### src/rtl/car_motion_sequencer.sv
// Elevator car motion sequencer: steps the car one floor per TRAVEL_TICKS timebase
// ticks toward an accepted target, then holds the door open for DOOR_TICKS ticks.
module car_motion_sequencer #(
   parameter int FLOORS       = 8,
   parameter int FLOOR_W      = 3,
   parameter int TRAVEL_TICKS = 4,
   parameter int DOOR_TICKS   = 6,
   parameter int TICK_W       = 8
) (
   input  logic               clk,
   input  logic               rst,
   input  logic               slow_clk,
   input  logic               req_valid,
   input  logic [FLOOR_W-1:0] req_floor,
   output logic               req_ready,
   output logic [FLOOR_W-1:0] cur_floor,
   output logic               moving_up,
   output logic               moving_down,
   output logic               door_open,
   output logic               arrive,
   output logic               busy,
   output logic [1:0]         state_dbg
);

   typedef enum logic [1:0] {
      ST_IDLE = 2'd0,
      ST_MOVE = 2'd1,
      ST_DOOR = 2'd2
   } state_t;

   localparam logic [FLOOR_W:0]  FLOORS_X    = (FLOOR_W+1)'(FLOORS);
   localparam logic [TICK_W-1:0] TRAVEL_LAST = TICK_W'(TRAVEL_TICKS - 1);
   localparam logic [TICK_W-1:0] DOOR_LAST   = TICK_W'(DOOR_TICKS - 1);

   state_t             state_q, state_d;
   logic [FLOOR_W-1:0] floor_q, floor_d;
   logic [FLOOR_W-1:0] target_q, target_d;
   logic [FLOOR_W-1:0] step_floor;
   logic [TICK_W-1:0]  tick_cnt_q, tick_cnt_d;
   logic               slow_q, tick;
   logic               up_q, up_d, down_q, down_d;
   logic               door_q, door_d, arrive_q, arrive_d, busy_q, busy_d;

   // One tick per rising edge of the divider output, however long it stays high.
   assign tick       = slow_clk & ~slow_q;
   assign step_floor = up_q ? floor_q + FLOOR_W'(1) : floor_q - FLOOR_W'(1);

   always_ff @(posedge clk) begin
      if (rst) begin
         state_q    <= ST_IDLE;
         floor_q    <= '0;
         target_q   <= '0;
         tick_cnt_q <= '0;
         slow_q     <= 1'b0;
         up_q       <= 1'b0;
         down_q     <= 1'b0;
         door_q     <= 1'b0;
         arrive_q   <= 1'b0;
         busy_q     <= 1'b0;
      end else begin
         state_q    <= state_d;
         floor_q    <= floor_d;
         target_q   <= target_d;
         tick_cnt_q <= tick_cnt_d;
         slow_q     <= slow_clk;
         up_q       <= up_d;
         down_q     <= down_d;
         door_q     <= door_d;
         arrive_q   <= arrive_d;
         busy_q     <= busy_d;
      end
   end

   // Handshake: a request transfers on any clk edge where req_valid && req_ready;
   // req_ready is high only in IDLE and upstream holds the request stable until then.
   always_comb begin
      state_d    = state_q;
      floor_d    = floor_q;
      target_d   = target_q;
      tick_cnt_d = tick_cnt_q;
      up_d       = up_q;
      down_d     = down_q;
      door_d     = door_q;
      arrive_d   = 1'b0;
      case (state_q)
         ST_IDLE: begin
            if (req_valid && ({1'b0, req_floor} < FLOORS_X)) begin
               target_d   = req_floor;
               tick_cnt_d = '0;
               if (req_floor == floor_q) begin
                  state_d  = ST_DOOR;
                  door_d   = 1'b1;
                  arrive_d = 1'b1;
               end else begin
                  state_d = ST_MOVE;
                  up_d    = (req_floor > floor_q);
                  down_d  = (req_floor < floor_q);
               end
            end
         end
         ST_MOVE: begin
            if (tick) begin
               if (tick_cnt_q == TRAVEL_LAST) begin
                  tick_cnt_d = '0;
                  floor_d    = step_floor;
                  if (step_floor == target_q) begin
                     state_d  = ST_DOOR;
                     up_d     = 1'b0;
                     down_d   = 1'b0;
                     door_d   = 1'b1;
                     arrive_d = 1'b1;
                  end
               end else begin
                  tick_cnt_d = tick_cnt_q + TICK_W'(1);
               end
            end
         end
         ST_DOOR: begin
            if (tick) begin
               if (tick_cnt_q == DOOR_LAST) begin
                  state_d    = ST_IDLE;
                  door_d     = 1'b0;
                  tick_cnt_d = '0;
               end else begin
                  tick_cnt_d = tick_cnt_q + TICK_W'(1);
               end
            end
         end
         default: state_d = ST_IDLE;
      endcase
      busy_d = (state_d != ST_IDLE);
   end

   assign req_ready   = (state_q == ST_IDLE);
   assign cur_floor   = floor_q;
   assign moving_up   = up_q;
   assign moving_down = down_q;
   assign door_open   = door_q;
   assign arrive      = arrive_q;
   assign busy        = busy_q;
   assign state_dbg   = state_q;

endmodule

### config.mk
export PLATFORM = sky130hd
export DESIGN_NAME = car_motion_sequencer
export DESIGN_NICKNAME = d
export VERILOG_FILES = /design/src/rtl/car_motion_sequencer.sv
export SDC_FILE = /design/constraint.sdc
export NUM_CORES = 1
export LEC_CHECK = 0
export ABC_AREA = 1
export CORE_UTILIZATION = 61
export DETAILED_ROUTE_END_ITERATION = 8
export DONT_BUFFER_PORTS = 1
export PLACE_DENSITY = 0.77
export SKIP_LAST_GASP = 1
export SYNTH_ARGS = -nofsm -noshare
export SYNTH_HDL_FRONTEND = slang
export SYNTH_SLANG_ARGS = --single-unit
### constraint.sdc
create_clock -name clk -period 1.9 [get_ports clk]
set_input_delay 0.38 -clock clk [delete_from_list [all_inputs] [get_ports clk]]
set_output_delay 0.38 -clock clk [all_outputs]
set_load 0.1 [all_outputs]
==> flow_metrics.tcl, run 1 <==
set metrics [dict create \
    finalHoldViolations 0 \
    r2r-end "busy$_SDFF_PP0_" \
    synth_area_leaders "dfxtp_1, nand2_1, inv_1" \
    avgSynthCellArea_um2 6.928 \
    crit_arrival_ns 1.98 \
    synth-edff-count 0 \
    rrSetupSlack_ns 0.12 \
    async_reset_ff_frac 0 \
    powerDensity_nw_per_um2 714.4 \
    finalCritPeriodShare 0.9345 \
    p_seq_frac 0.465 \
    stdcell_count 232 \
    syn_to_final_growth_pct 15.08 \
    ys.flop_type "dfxtp_1" \
    final_util 0.7563 \
    clkPwrFrac 0.199 \
    cp_max_fo 6 \
    gr-usage-all-layers 0.2427 \
    preCtsSetupSlack_ns 0.1094 \
    fp.coreArea_um2 1982 \
    cts.sinks 22 \
    first_iter_violations 28 \
    setup_viol 0 \
    vias_per_cell 5.228 \
    slew_headroom 0.7901 \
    path_class "register to register" \
    drtAntennaViolNets 0 \
    maxSlewViolCount 0 \
    dp_hpwl_mm 2.109 \
    combPwrFrac 0.336 \
    post-route-drc-count 0 \
    clk_latency_ns 0.30 \
    setup_ws_ns 0.1245 \
    grt_pass1_wl_mm 4.015 \
    fill_cells 157 \
    synthCells 188 \
    synth_common_cells "nand2_1, inv_1, nor2_1, dfxtp_1, o21ai_0" \
    die_area_um2 2324 \
    antenna_found_initial 0 \
    tightest_slew_ns 0.3148 \
    grt_max_degree 13 \
    yosys_warnings 0 \
    irDropWorstVdd_uv 594.6 \
    critPathCaptureType "register" \
    clockBufferDepth 2 \
    p_leak_nw 0.6846 \
    gp_congestion 0.8873 \
    firstDrtPassIters 5 \
    rsz0062_at_grt "yes" \
    fin_skew_ns 0.001342 \
    grt_pass1_vias 1021 \
    io_pins 18 \
    period_needed_ns 1.775 \
    yosysSeqAreaShare 0.3381 \
    portBuffers 0 \
    htree_num_levels 1 \
    status "finished clean" \
    synth_top_cell_area_share 0.3381 \
    yosysMostFrequentCell "nand2_1" \
    die_h_um 48.21 \
    startpoint_type "register" \
    synth_seq_cells 22 \
    routedWlPerCell_um 11.13 \
    drive_above_1_share 0.2049 \
    max_cap_violations 0 \
    synth_nets 205 \
    rows 16 \
    cts_inserted_buffers 3 \
    p_int_w 0.0006601 \
    hp-class "input port to register" \
    numPlacedInstances 227 \
    initial_core_util 0.6572 \
    grt-ovfl-total 0 \
    p_sw_w 0.0004108 \
    root_buffer "clkbuf_4" \
    n_antenna_cell 0 \
    cts_hold_buf 0 \
    fp.dieW_um 48.21 \
    swShare 0.3836 \
    fin_nets 223 \
    reg2reg_from "cur_floor[0]$_SDFFE_PP0P_" \
    syn_area_um2 1302 \
    path_clk_slew_ns 0.11 \
    max_freq_ghz 0.5632 \
    rr_worst_depth 11 \
    synth_area_leader_cell "dfxtp_1" \
    synth.distinct_cells 25 \
    hold_end "cur_floor[0]$_SDFFE_PP0P_" \
    crit_required_ns 2.11 \
    finalWirelength_mm 2.583 \
    hold_path_startpoint "rst" \
    cts_tree "done" \
    hold_depth 1 \
    vias 1213 \
]
through the flow:
stage                TNS (ns)  hold WS, ns  area [um2]  power (W)
finish                      0       0.1252        1499   0.001071
global route        -0.002784       0.1061        1499   0.001124
CTS                         0       0.1156        1485   0.001074
detailed placement          0       0.4427        1459  0.0008609
global placement            0       0.4423        1459  0.0008550
floorplan                   0       0.4394        1335  0.0007960
final cells by class:
cell class                 instances  area (um2)  area share
timing repair buffer              13       97.59     0.06511
multi-input combinational        133       753.2      0.5025
tap                               27       33.78     0.02254
sequential                        22       460.4      0.3072
clock buffer                       4       26.28     0.01753
inverter                          33       127.6     0.08514
worst max-delay path: stages, from the launching register on:
cell,delay [ns]
dfxtp_4,0.36
inv_2,0.04
fa_1,0.48
xnor2_1,0.16
nor2_1,0.10
nand3_1,0.11
nand2_2,0.14
nand2_1,0.07
nand2_1,0.06
nand2_1,0.04
nand2_1,0.07
nand2_1,0.05
routing by layer:
metal / vias to the layer above / part of all wire / GRT usage
li1: 635 / - / -
met1: 539 / 0.44 / 0.3101
met2: 32 / 0.49 / 0.3973
met3: 7 / 0.047 / 0.04074
met4: 0 / 0.018 / 0.1111
met5: - / 0 / 0
logic make-up after synthesis:
| kind of cell | after synthesis | share of synthesized area |
|---|---|---|
| and+or+nand+nor | 89 | 0.3151 |
| buffers and inverters | 33 | 0.09510 |
| xor gates and xnor gates | 3 | 0.02018 |
| DFF | 22 | 0.3381 |
| AOI/OAI and AO/OA | 31 | 0.1297 |
| adders and majority gates | 10 | 0.1018 |
power by group through the flow:
stage                     Combinational [W]  Sequential, W  Clock, W
after floorplan                    0.000180       0.000616         0
after global routing               0.000388       0.000502  0.000234
after global placement             0.000347       0.000508         0
after detailed placement           0.000353       0.000508         0
after CTS                          0.000353       0.000498  0.000223
final                              0.000360       0.000498  0.000213
sequential cells by signal, summed over array words and instances (netlist names), 2 cells and up:
| name | flops |
|---|---|
| state_dbg | 2 |
| cur_floor | 3 |
| target_q | 3 |
| tick_cnt_q | 8 |
layout by cell type (no fill, tap or decap), types with 5 or more instances in the layout:
master and count:
dfxtp_1 16, nor2_1 24, a21oi_1 11, ha_1 8, inv_1 26, buf_4 13, nand3_1 11, dfxtp_4 5
inv_2 6, o21ai_0 12, nand2_1 38, nor2_2 5
worst max path at each step:
stage,from,endpoint,depth (start not counted)
floorplan,cur_floor[1]$_SDFFE_PP0P_,busy$_SDFF_PP0_,11
global placement,cur_floor[1]$_SDFFE_PP0P_,busy$_SDFF_PP0_,11
detailed placement,cur_floor[1]$_SDFFE_PP0P_,busy$_SDFF_PP0_,11
CTS,cur_floor[1]$_SDFFE_PP0P_,busy$_SDFF_PP0_,10
global route,cur_floor[0]$_SDFFE_PP0P_,busy$_SDFF_PP0_,11
finish,cur_floor[0]$_SDFFE_PP0P_,busy$_SDFF_PP0_,11
timing repair:
action,4_1_cts,5_1_grt
gates resized for setup,0,2
buffers inserted,0,1
endpoints found under the setup margin,0,4
(Power assumes the default switching activity.)
==> run 2, diff against run 1 <==
Settings changed: CORE_UTILIZATION 61 to 55, PLACE_DENSITY 0.77 to 0.73.
Clock period 1.9 ns to 1.4 ns, I/O delays scaled along.
==> flow_metrics.tcl, run 2 (synthesis gave the netlist of run 1 again) <==
set metrics [dict create \
    irDropWorstVdd_uv 991.7 \
    fin_skew_ns 0.01093 \
    first_iter_violations 84 \
    crit_arrival_ns 2.09 \
    clkPwrFrac 0.181 \
    io_pins 18 \
    slew_headroom 0.6777 \
    hold_depth 1 \
    crit_path_max_incr_delay_ns 0.55 \
    grt_max_degree 13 \
    vias 1564 \
    reg2reg_from "cur_floor[0]$_SDFFE_PP0P_" \
    fill_cells 101 \
    syn_to_final_growth_pct 51.30 \
    fin_nets 251 \
    powerDensity_nw_per_um2 880.8 \
    cts_tree "done" \
    vias_per_cell 5.992 \
    finalWirelength_mm 4.740 \
    rr_worst_depth 11 \
    portBuffers 0 \
    finalCritPeriodShare 1.334 \
    setup_viol 19 \
    fin_area_um2 1971 \
    grt-ovfl-total 0 \
    fp.coreArea_um2 2212 \
    path_class "register to register" \
    hold_path_startpoint "rst" \
    clockBufferDepth 2 \
    regMostFlops "tick_cnt_q" \
    initial_core_util 0.5888 \
    combPwrFrac 0.426 \
    path_depth 11 \
    setup_ws_ns -0.4669 \
    power_w 0.001736 \
    die_h_um 50.67 \
    gr-usage-all-layers 0.2850 \
    max_freq_ghz 0.5356 \
    layout_commonest_cell "buf_4" \
    crit_required_ns 1.63 \
    clk_latency_ns 0.32 \
    rows 17 \
    p_leak_nw 0.8738 \
    antenna_found_initial 0 \
    swShare 0.4100 \
    firstDrtPassIters 4 \
    crit_path_frequent_cell "nand2_1" \
    cts.sinks 22 \
    period_needed_ns 1.867 \
    status "finished, violations left" \
    dp_hpwl_mm 2.307 \
    worst-path-buf-inv 1 \
    cpLargestDelayFamily "simple AND/OR/NAND/NOR gates" \
    final_util 0.8908 \
    startpoint_type "register" \
    p_seq_frac 0.393 \
    maxSlewViolCount 0 \
    root_buffer "clkbuf_4" \
    grt_pass1_wl_mm 5.409 \
    n_antenna_cell 0 \
    hp-class "input port to register" \
    gp_congestion 0.9181 \
    grt_pass1_vias 1283 \
    routedWlPerCell_um 18.16 \
    critPathCaptureType "register" \
    violations "setup timing" \
    max_cap_violations 0 \
    p_int_w 0.001024 \
    cts_hold_buf 0 \
    drive_above_1_share 0.4378 \
    fp.dieW_um 50.67 \
    cp_max_fo 6 \
    worst_path_max_delay_cell "fa_2" \
    path_cells "inv_2 > fa_2 > xnor2_1 > nor2_1 > nand3_1 > nand2_2 > nand2_1 > nand2_1 > nand2_1 > nand2_1 > nand2_1" \
    cts_inserted_buffers 3 \
    layout_common_cells "buf_4, nand2_1, inv_1" \
    post-route-drc-count 0 \
    tightest_slew_ns 0.4830 \
    path_clk_slew_ns 0.13 \
    dpl-instance-area_um2 1615 \
    rsz0062_at_grt "yes" \
    p_sw_w 0.0007117 \
    multiInputGateArea_um2 949.7 \
    regArea_um2 462.9 \
    drtAntennaViolNets 0 \
    crit_path_start "cur_floor[0]$_SDFFE_PP0P_" \
    finalHoldViolations 0 \
    largest_reg_flops 8 \
    htree_num_levels 1 \
    die_area_um2 2567 \
]
[run 2: through the flow]
stage	std cells	hold WS [ns]	setup WS (ns)	TNS, ns
after floorplan	188	0.3394	-0.4747	-5.585
after global placement	247	0.3419	-0.2948	-2.297
after detailed placement	247	0.3460	-0.3840	-3.097
after CTS	257	0.009055	-0.3671	-2.966
after global routing	261	-0.002614	-0.5809	-5.366
final	261	0.001146	-0.4669	-4.340
[run 2: timing repair]
action                                 in CTS  in global routing
endpoints found under the hold margin       0                  0
buffers inserted                            6                  5
pin swaps                                  11                 19
setup endpoints to repair                  19                 22
resized for setup                          24                 40
[run 2: final cells by class]
class                           instances  share of cell area
Clock buffer                            4             0.01333
Multi-Input combinational cell        133              0.4819
Inverter                               33             0.06794
Timing Repair Buffer                   41              0.1841
Tap cell                               28             0.01778
Sequential cell                        22              0.2349
[run 2: final timing paths]
check                                   to  slack, ns
hold / removal      moving_up$_SDFFE_PP0P_      0.001
setup reg to reg           busy$_SDFF_PP0_      -0.47
hold reg to reg   target_q[2]$_SDFFE_PP0P_       0.50
setup / recovery           busy$_SDFF_PP0_      -0.47
[run 2: layer usage]
metal  vias to the layer above  global-route usage  share of wire
li1                        691                   -              -
met5                         -                   0              0
met3                        39             0.03333          0.075
met1                       725              0.3235           0.38
met2                       109              0.5178           0.49
met4                         0              0.1435          0.054
[run 2: power by group through the flow]
| stage | sequential, W | combinational, W | clock (W) |
|---|---|---|---|
| 6_report | 0.000682 | 0.000740 | 0.000314 |
| 4_1_cts | 0.000678 | 0.000618 | 0.000306 |
| 5_1_grt | 0.000685 | 0.000771 | 0.000331 |
| 2_1_floorplan | 0.000836 | 0.000252 | 0 |
| 3_3_place_gp | 0.000686 | 0.000535 | 0 |
| 3_5_place_dp | 0.000688 | 0.000543 | 0 |
[run 2: worst register-to-register path, delay by kind of cell (launching register included)]
family,cells,cell delay [ns]
xor gates and xnor gates,1,0.06
adders and majority gates,1,0.55
buffers and inverters,1,0.05
DFF,1,0.37
and+or+nand+nor,8,0.74
==> run 3, diff against run 2 <==
Settings changed: CORE_UTILIZATION 55 to 66, PLACE_DENSITY 0.73 to 0.82.
Clock period 1.4 ns to 2.15 ns, I/O delays scaled along.
==> flow_metrics.tcl, run 3 (synthesis gave the netlist of run 1 again) <==
set metrics [dict create \
    crit_path_start "cur_floor[1]$_SDFFE_PP0P_" \
    cts_inserted_buffers 3 \
    multiInputGateArea_um2 740.7 \
    maxSlewViolCount 0 \
    fin_nets 221 \
    post-route-drc-count 0 \
    slew_headroom 0.7803 \
    irDropWorstVdd_uv 493.3 \
    path_clk_slew_ns 0.12 \
    numPlacedInstances 224 \
    powerDensity_nw_per_um2 669.3 \
    first_iter_violations 61 \
    status "finished clean" \
    hp-class "input port to register" \
    die_h_um 46.43 \
    regArea_um2 449.2 \
    max_freq_ghz 0.5567 \
    finalHoldViolations 0 \
    reg2reg_from "cur_floor[1]$_SDFFE_PP0P_" \
    path_cells "inv_1 > fa_1 > xnor2_1 > nor2_1 > nand3_1 > nand2_2 > nand2_1 > nand2_1 > nand2_1 > nand2_1 > nand2_1" \
    gr-usage-all-layers 0.2914 \
    tightest_slew_ns 0.3275 \
    grt-ovfl-total 0 \
    gp_congestion 0.9315 \
    clkPwrFrac 0.235 \
    vias 1245 \
    io_pins 18 \
    layout_common_cells "nand2_1, inv_1, nor2_1" \
    setup_viol 0 \
    grt_max_degree 13 \
    cts.sinks 22 \
    path_class "register to register" \
    crit_arrival_ns 2.02 \
    vias_per_cell 5.461 \
    ctsResizeCount 0 \
    n_antenna_cell 0 \
    period_needed_ns 1.796 \
    fin_skew_ns 0.001737 \
    cts_setup_buffers 0 \
    die_area_um2 2155 \
    startpoint_type "register" \
    worst-path-buf-inv 1 \
    p_int_w 0.0006086 \
    swShare 0.3788 \
    critPathCaptureType "register" \
    crit_path_frequent_cell "nand2_1" \
    stdcell_count 228 \
    fin_area_um2 1464 \
    fill_cells 119 \
    worst_path_max_delay_cell "fa_1" \
    root_buffer "clkbuf_4" \
    crit_required_ns 2.37 \
    syn_to_final_growth_pct 12.39 \
    rows 15 \
    combPwrFrac 0.314 \
    max_cap_violations 0 \
    grt_pass1_vias 1100 \
    cts_tree "done" \
    cpLargestDelayFamily "simple AND/OR/NAND/NOR gates" \
    hold_path_startpoint "rst" \
    p_leak_nw 0.6806 \
    finalWirelength_mm 2.830 \
    p_seq_frac 0.451 \
    routedWlPerCell_um 12.41 \
    clk_latency_ns 0.31 \
    dpl-instance-area_um2 1428 \
    fp.coreArea_um2 1783 \
    portBuffers 0 \
    layout_commonest_cell "nand2_1" \
    regMostFlops "tick_cnt_q" \
    cp_max_fo 6 \
    drive_above_1_share 0.1675 \
    dp_hpwl_mm 2.214 \
    setup_ws_ns 0.3536 \
    largest_reg_flops 8 \
    clockBufferDepth 2 \
    grt_pass1_wl_mm 4.457 \
    fp.dieW_um 46.43 \
    drtAntennaViolNets 0 \
    antenna_found_initial 0 \
    crit_path_max_incr_delay_ns 0.49 \
    cts_hold_buf 0 \
    preCtsSetupSlack_ns 0.3694 \
    initial_core_util 0.7305 \
    rsz0062_at_grt "no" \
    firstDrtPassIters 5 \
    htree_num_levels 1 \
    finalCritPeriodShare 0.8355 \
    p_sw_w 0.0003712 \
]
==> run 3: cell count changes in the layout (fill, tap and decap cells not counted), sizes merged <==
cell,delta
buf,-30
==> run 3: path summary, 6_finish.rpt <==
path	endpoint	slack (ns)	cells past startpoint
setup / recovery	busy$_SDFF_PP0_	0.35	11
hold / removal	moving_up$_SDFFE_PP0P_	0.16	1
hold reg to reg	target_q[2]$_SDFFE_PP0P_	0.48	2
setup reg to reg	busy$_SDFF_PP0_	0.35	11
==> run 3: area by class of cell <==
type,instances,share of cell area
Multi-Input combinational cell,133,0.5060
Sequential cell,22,0.3068
Inverter,33,0.08462
Timing Repair Buffer,11,0.05641
Clock buffer,4,0.02479
Tap cell,25,0.02137
==> run 3: power by group through the flow <==
| stage | Combinational [W] | Sequential, W | Clock [W] |
|---|---|---|---|
| after floorplan | 0.000154 | 0.000547 | 0 |
| after global placement | 0.000297 | 0.000450 | 0 |
| after detailed placement | 0.000305 | 0.000450 | 0 |
| after CTS | 0.000306 | 0.000441 | 0.000229 |
| after global routing | 0.000329 | 0.000444 | 0.000247 |
| final | 0.000308 | 0.000441 | 0.000231 |
==> run 3: routing by layer <==
metal / track usage / part of all wire / wire, um
met1: 0.3675 / 0.42 / 1194
met2: 0.4778 / 0.48 / 1348
met3: 0.03922 / 0.071 / 200
met4: 0.1471 / 0.030 / 86
met5: 0 / 0 / 0
==> run 3: per-stage QoR <==
| step | power [W] | hold slack, ns | setup TNS (ns) | utilization |
|---|---|---|---|---|
| floorplan | 0.0007008 | 0.4443 | -0.03179 | - |
| global placement | 0.0007475 | 0.4611 | 0 | 0.8007 |
| detailed placement | 0.0007553 | 0.4613 | 0 | 0.8007 |
| CTS | 0.0009764 | 0.1628 | 0 | 0.8211 |
| global route | 0.001020 | 0.1490 | 0 | 0.8211 |
| finish | 0.0009798 | 0.1611 | 0 | 0.8211 |
